--- src/rtl/csr_pkg.sv ---
// csr_pkg: shared op codes, CSR addresses, mstatus fields and FSM states
package csr_pkg;
    typedef enum logic [2:0] {
        OP_CSRRW  = 3'd0,
        OP_CSRRS  = 3'd1,
        OP_CSRRC  = 3'd2,
        OP_ECALL  = 3'd3,
        OP_EBREAK = 3'd4,
        OP_MRET   = 3'd5
    } op_e;
    localparam logic [11:0] CSR_MSTATUS = 12'h300;
    localparam logic [11:0] CSR_MTVEC   = 12'h305;
    localparam logic [11:0] CSR_MEPC    = 12'h341;
    localparam logic [11:0] CSR_MCAUSE  = 12'h342;
    localparam int CAUSE_ECALL_M    = 11;
    localparam int CAUSE_BREAKPOINT = 3;
    localparam int MSTATUS_MIE    = 3;
    localparam int MSTATUS_MPIE   = 7;
    localparam int MSTATUS_MPP_HI = 12;
    localparam int MSTATUS_MPP_LO = 11;
    typedef enum logic [2:0] {
        S_IDLE,
        S_CSR_OP,
        S_T_EPC,
        S_T_CAUSE,
        S_T_STATUS,
        S_T_VEC,
        S_M_STATUS,
        S_M_EPC
    } state_e;
    function automatic logic is_csr_op(input logic [2:0] op);
        return op inside {OP_CSRRW, OP_CSRRS, OP_CSRRC};
    endfunction
endpackage

--- src/rtl/csr_wdata_gen.sv ---
// csr_wdata_gen: CSR write data for Zicsr ops, trap entry and MRET per FSM phase
module csr_wdata_gen
    import csr_pkg::*;
#(
    parameter int WIDTH = 32
) (
    input  state_e             phase_i,
    input  logic [2:0]         op_i,
    input  logic [WIDTH-1:0]   rdata_i,
    input  logic [WIDTH-1:0]   src_i,
    input  logic [WIDTH-1:0]   pc_i,
    output logic [WIDTH-1:0]   wdata_o
);
    logic [WIDTH-1:0] trap_st;
    logic [WIDTH-1:0] mret_st;
    always_comb begin
        trap_st = rdata_i;
        trap_st[MSTATUS_MPIE] = rdata_i[MSTATUS_MIE];
        trap_st[MSTATUS_MIE] = 1'b0;
        trap_st[MSTATUS_MPP_HI:MSTATUS_MPP_LO] = 2'b11;
        mret_st = rdata_i;
        mret_st[MSTATUS_MIE] = rdata_i[MSTATUS_MPIE];
        mret_st[MSTATUS_MPIE] = 1'b1;
        mret_st[MSTATUS_MPP_HI:MSTATUS_MPP_LO] = 2'b11;
        wdata_o = '0;
        case (phase_i)
            S_CSR_OP:   wdata_o = op_i == OP_CSRRS ? (rdata_i | src_i) :
                                  op_i == OP_CSRRC ? (rdata_i & ~src_i) : src_i;
            S_T_EPC:    wdata_o = pc_i;
            S_T_CAUSE:  wdata_o = WIDTH'(op_i == OP_EBREAK ? CAUSE_BREAKPOINT : CAUSE_ECALL_M);
            S_T_STATUS: wdata_o = trap_st;
            S_M_STATUS: wdata_o = mret_st;
            default:    wdata_o = '0;
        endcase
    end
endmodule

--- src/rtl/csr_trap_ctrl.sv ---
// csr_trap_ctrl: sequences Zicsr RMW, trap entry and MRET over a single CSR port
module csr_trap_ctrl
    import csr_pkg::*;
#(
    parameter int WIDTH = 32
) (
    input  logic               clk,
    input  logic               rst,
    input  logic               req_valid,
    output logic               req_ready,
    input  logic [2:0]         req_op,
    input  logic [11:0]        req_csr_addr,
    input  logic [WIDTH-1:0]   req_src,
    input  logic               req_src_zero,
    input  logic [WIDTH-1:0]   req_pc,
    output logic [11:0]        csr_addr,
    output logic               csr_wen,
    output logic [WIDTH-1:0]   csr_wdata,
    input  logic [WIDTH-1:0]   csr_rdata,
    output logic               resp_valid,
    output logic [WIDTH-1:0]   resp_rd_data,
    output logic               redirect_valid,
    output logic [WIDTH-1:0]   redirect_pc
);
    state_e           state_q;
    logic [2:0]       op_q;
    logic [11:0]      addr_q;
    logic [WIDTH-1:0] src_q;
    logic [WIDTH-1:0] pc_q;
    logic             src_zero_q;
    logic             accept;
    logic             legal;
    assign req_ready = state_q == S_IDLE;
    assign accept    = req_valid && req_ready;
    assign legal     = is_csr_op(op_q);
    always_ff @(posedge clk or posedge rst) begin
        if (rst) begin
            state_q    <= S_IDLE;
            op_q       <= '0;
            addr_q     <= '0;
            src_q      <= '0;
            src_zero_q <= 1'b0;
            pc_q       <= '0;
        end else begin
            case (state_q)
                S_IDLE: if (accept) begin
                    op_q       <= req_op;
                    addr_q     <= req_csr_addr;
                    src_q      <= req_src;
                    src_zero_q <= req_src_zero;
                    pc_q       <= req_pc;
                    // illegal op codes take the CSR_OP slot but never touch the port
                    state_q    <= (req_op == OP_ECALL || req_op == OP_EBREAK) ? S_T_EPC :
                                  req_op == OP_MRET ? S_M_STATUS : S_CSR_OP;
                end
                S_T_EPC:    state_q <= S_T_CAUSE;
                S_T_CAUSE:  state_q <= S_T_STATUS;
                S_T_STATUS: state_q <= S_T_VEC;
                S_M_STATUS: state_q <= S_M_EPC;
                default:    state_q <= S_IDLE;
            endcase
        end
    end
    always_comb begin
        csr_addr       = '0;
        csr_wen        = 1'b0;
        resp_valid     = 1'b0;
        resp_rd_data   = '0;
        redirect_valid = 1'b0;
        redirect_pc    = '0;
        case (state_q)
            S_CSR_OP: begin
                csr_addr     = legal ? addr_q : '0;
                csr_wen      = legal && (op_q == OP_CSRRW || !src_zero_q);
                resp_valid   = 1'b1;
                resp_rd_data = legal ? csr_rdata : '0;
            end
            S_T_EPC: begin
                csr_addr = CSR_MEPC;
                csr_wen  = 1'b1;
            end
            S_T_CAUSE: begin
                csr_addr = CSR_MCAUSE;
                csr_wen  = 1'b1;
            end
            S_T_STATUS, S_M_STATUS: begin
                csr_addr = CSR_MSTATUS;
                csr_wen  = 1'b1;
            end
            S_T_VEC, S_M_EPC: begin
                csr_addr       = state_q == S_T_VEC ? CSR_MTVEC : CSR_MEPC;
                resp_valid     = 1'b1;
                redirect_valid = 1'b1;
                redirect_pc    = {csr_rdata[WIDTH-1:2], 2'b00};
            end
            default: ;
        endcase
    end
    csr_wdata_gen #(.WIDTH(WIDTH)) u_wdata (
        .phase_i (state_q),
        .op_i    (op_q),
        .rdata_i (csr_rdata),
        .src_i   (src_q),
        .pc_i    (pc_q),
        .wdata_o (csr_wdata)
    );
endmodule

--- config.mk ---
export PLATFORM = sky130hd
export DESIGN_NAME = csr_trap_ctrl
export DESIGN_NICKNAME = d
export VERILOG_FILES = /design/src/rtl/csr_pkg.sv /design/src/rtl/csr_wdata_gen.sv /design/src/rtl/csr_trap_ctrl.sv
export SDC_FILE = /design/constraint.sdc
export NUM_CORES = 1
export LEC_CHECK = 0
export CAP_MARGIN = 20
export CORE_MARGIN = 5
export CORE_UTILIZATION = 50
export DETAILED_ROUTE_END_ITERATION = 10
export DONT_BUFFER_PORTS = 1
export HOLD_SLACK_MARGIN = 0.15
export PLACE_DENSITY = 0.71
export SETUP_SLACK_MARGIN = 0.3
export SLEW_MARGIN = 15
export SYNTH_ARGS = -nofsm -noshare
export SYNTH_HDL_FRONTEND = slang
export SYNTH_SLANG_ARGS = --single-unit
--- constraint.sdc ---
create_clock -name clk -period 3.8 [get_ports clk]
set_input_delay 1.14 -clock clk [delete_from_list [all_inputs] [get_ports clk]]
set_output_delay 1.14 -clock clk [all_outputs]
set_load 0.01 [all_outputs]
==> summary.txt <==
Setup path
  – WP buf/inv: 1
  – Kind of critical path: register to output port
  – Worst-path maximum fanout: 17
  – CP cell instances: or4b_4 > nor2_4 > buf_12 > a221o_1
  – CP max stage delay: 0.54 ns
  – CP arrival: between 2 and 2.5 ns
  – Critical path startpoint category: register
  – Worst path slowest cell: or4b_4
  – Setup crit end kind: output port
  – CP delay by family, top: simple AND/OR/NAND/NOR gates
  – Worst EP required: roughly 2.7 ns

Detailed routing
  – First-pass DRT Iterations: 4
  – Vias: roughly 3700
  – Wire length per cell: ~22 um
  – DRT Wirelength: about 13000 um
  – # DRC: 0
  – DRT iter0 DRCs: roughly 340
  – Vias per cell: about 6.3
  – Routed Antenna Nets: 0

Synth
  – Count of cell types in the netlist: 37
  – Average cell area after synthesis: ~10 um2
  – FF+latch count, synth: just over 80
  – Post-synth top area share: 42.1%
  – Sequential area share after synthesis: a little over two fifths
  – Top FF cell, synth: dfrtp_1
  – Synth area leaders: dfrtp_1 42%, mux2_2 18%, a221o_1 6.5%, and2_1 4.8%, nor2b_1 4.3%
  – Post-Synthesis Cells: about 480
  – Post-Synthesis Cell Area: 0.00493 mm2
  – Async SR Flop Fraction: 100%
  – Ys Warns: 0
  – Yosys top cell by area: dfrtp_1
  – EDFF count, synth: 0

Power
  – Power per Cell Area: roughly 880 mW/mm2
  – Leakage: 2.14 nW
  – VDD IR max: approximately 0.44 mV
  – Tot Pwr: roughly 4.6 mW

Global routing
  – Largest net degree at the start of global routing: 100
  – Global Route Usage Sum: a little over a fifth
  – M2 GR Usage: ~34%
  – Initial antenna violation count: 0
  – First-pass GRT wire length: approximately 20000 um
  – GR peak layer: met2
  – GRT met3 Usage: under 10%
  – GR met1 Demand/Resource: 26.3%
  – Grt total ovfl: 0
  – Vias in the first global route: around 3700

STA
  – Final worst slack: approximately 0.43 ns
  – Hold Slack: ~0.51 ns
  – Slew Viols, Final: 0
  – Slew margin rel.: between 40 and 50%
  – Worst Max-Slew Pin Slew: 0.850 ns
  – Fin. Hold Viols: 0
  – Min cycle time layout: around 3.4 ns
  – Final period utilization: about nine tenths
  – Final Setup Violations: 0
  – RSZ-0062 raised after global routing: false
  – Clk_skew: between 0.01 and 0.015 ns
  – FMAX: between 200 and 300 MHz
  – TNS Setup: 0 ns

Clocking
  – CTS root buffer: clkbuf_8
  – Worst-skew pair later-pin latency: around 0.34 ns
  – Clock sinks: slightly above 80
  – # hold bufs at CTS: 0
  – CTS buffer count: 9
  – CTS tree: done
  – CTS clk-pin slew, worst paths: roughly 0.09 ns
  – # resized after CTS: 0
  – CTS HTree Levels: 3
  – CTS max path bufs: 2
  – Postcts setup bufs: 0

Final layout
  – Area Growth Syn to Fin: 5.83%
  – Area of the multi-input gates: between 0.002 and 0.003 mm2
  – Commonest non-fill, non-tap cell in the layout: dfrtp_1
  – FF/Latch Area: just over 0.002 mm2
  – Nets: 569
  – Share of cells above drive strength 1: between 20% and 30%
  – Final core utilization: a little over half
  – Commonest cells after routing, fill and taps aside: 81 x dfrtp_1, 80 x mux2_2, 38 x and2_1, 35 x a21oi_1, 34 x nor2b_1
  – N_diodes: 0
  – Final-layout fill cell count: around 850

Floorplanning
  – Core box area: 0.00968 mm2
  – Starting density of the core: approximately 51%
  – Die area: between 0.01 and 0.015 mm2
  – Die X: about 110 um
  – Cell row count: 36
  – Io pins: between 200 and 250
  – Die height: about 110 um

Place
  – Input/output buffers: 0
  – Pre-CTS setup slack: between 0.7 and 0.8 ns
  – Detailed placement HPWL: 9120 um
  – Gp weighted congestion: between 0.7 and 0.8

Worst hold path
  – Hold WC Path Type: register to register

Flow run
  – Max-cap violations: 0

Run status
  – Outcome: complete, no violations
==> power breakdown <==
part | leakage (nW) | switching [mW] | internal, mW
clock network | 0.113 | 0.321 | 0.363
registers | 0.974 | 0.316 | 1.34
logic | 1.05 | 1.24 | 1.02
==> per-stage QoR <==
stage	instance area [um2]	instances
after global placement	4990	576
final	5220	592
after floorplan	4940	477
after detailed placement	4990	576
after CTS	5220	592
after global routing	5220	592
==> kinds of logic (layout without fill, tap and decap cells) <==
logic type / Yosys count / after routing / share of synthesized area [%]
muxes: 82 / 82 / 18.7
adders and majority gates: 1 / 1 / 0.203
and+or+nand+nor: 182 / 182 / 22.2
xor gates and xnor gates: 1 / 1 / 0.178
other: 1 / 2 / 0.0760
DFF: 83 / 83 / 42.1
AOI/OAI and AO/OA: 77 / 77 / 11.5
buffers and inverters: 49 / 31 / 4.97
==> final cells by class <==
type	instances	share of cell area (%)
Multi-Input combinational cell	345	50.3
Sequential cell	83	39.8
Tap cell	133	3.19
Clock buffer	12	3.16
Timing Repair Buffer	11	2.13
Clock inverter	4	1.08
Inverter	4	0.312
==> layer usage <==
| metal | share of wire [%] | routed length, um |
|---|---|---|
| met2 | 50 | 6400 |
| met4 | 1.8 | 226 |
| met1 | 40 | 5180 |
| met3 | 8.1 | 1040 |
| met5 | 0 | 0 |
==> worst reg2reg max path: stages (launching register included) <==
cell and delay, ns:
dfrtp_2 0.41, buf_4 0.35, nor4b_2 0.44, buf_4 0.57, mux2_2 0.45
==> final timing paths <==
kind / slack [ns] / from / cells after the start / end
worst max-delay path: 0.43 / op_q[2] / 4 / csr_wdata[29]
min in group asynchronous: 0.74 / rst / 1 / src_q[29]
worst max register to register: 1.46 / state_q[2] / 4 / src_q[27]
max in group asynchronous: 2.37 / rst / 2 / state_q[2]
worst min register to register: 0.51 / addr_q[5] / 1 / addr_q[5]
worst min-delay path: 0.51 / addr_q[5] / 1 / addr_q[5]
==> registers in the layout (all words and copies together), names as in the netlist <==
| signal | count |
|---|---|
| src_zero_q | 1 |
| pc_q | 32 |
| addr_q | 12 |
| src_q | 32 |
| op_q | 3 |
| state_q | 3 |
==> synthesized netlist by cell type (all sizes together), types with 2 or more instances <==
master and instances:
nor3b 3, nor2b 34, clkbuf 20, mux2i 2
nand3b 28, nor3 3, and3 30, a21oi 36
nand3 3, nand2b 2, o21ai 2, nor2 8
a31oi 2, and2 38, o2bb2ai 2, a221o 32
nand2 29, dfrtp 83, mux2 80, buf 25
inv 4
(Power assumes the default switching activity.)
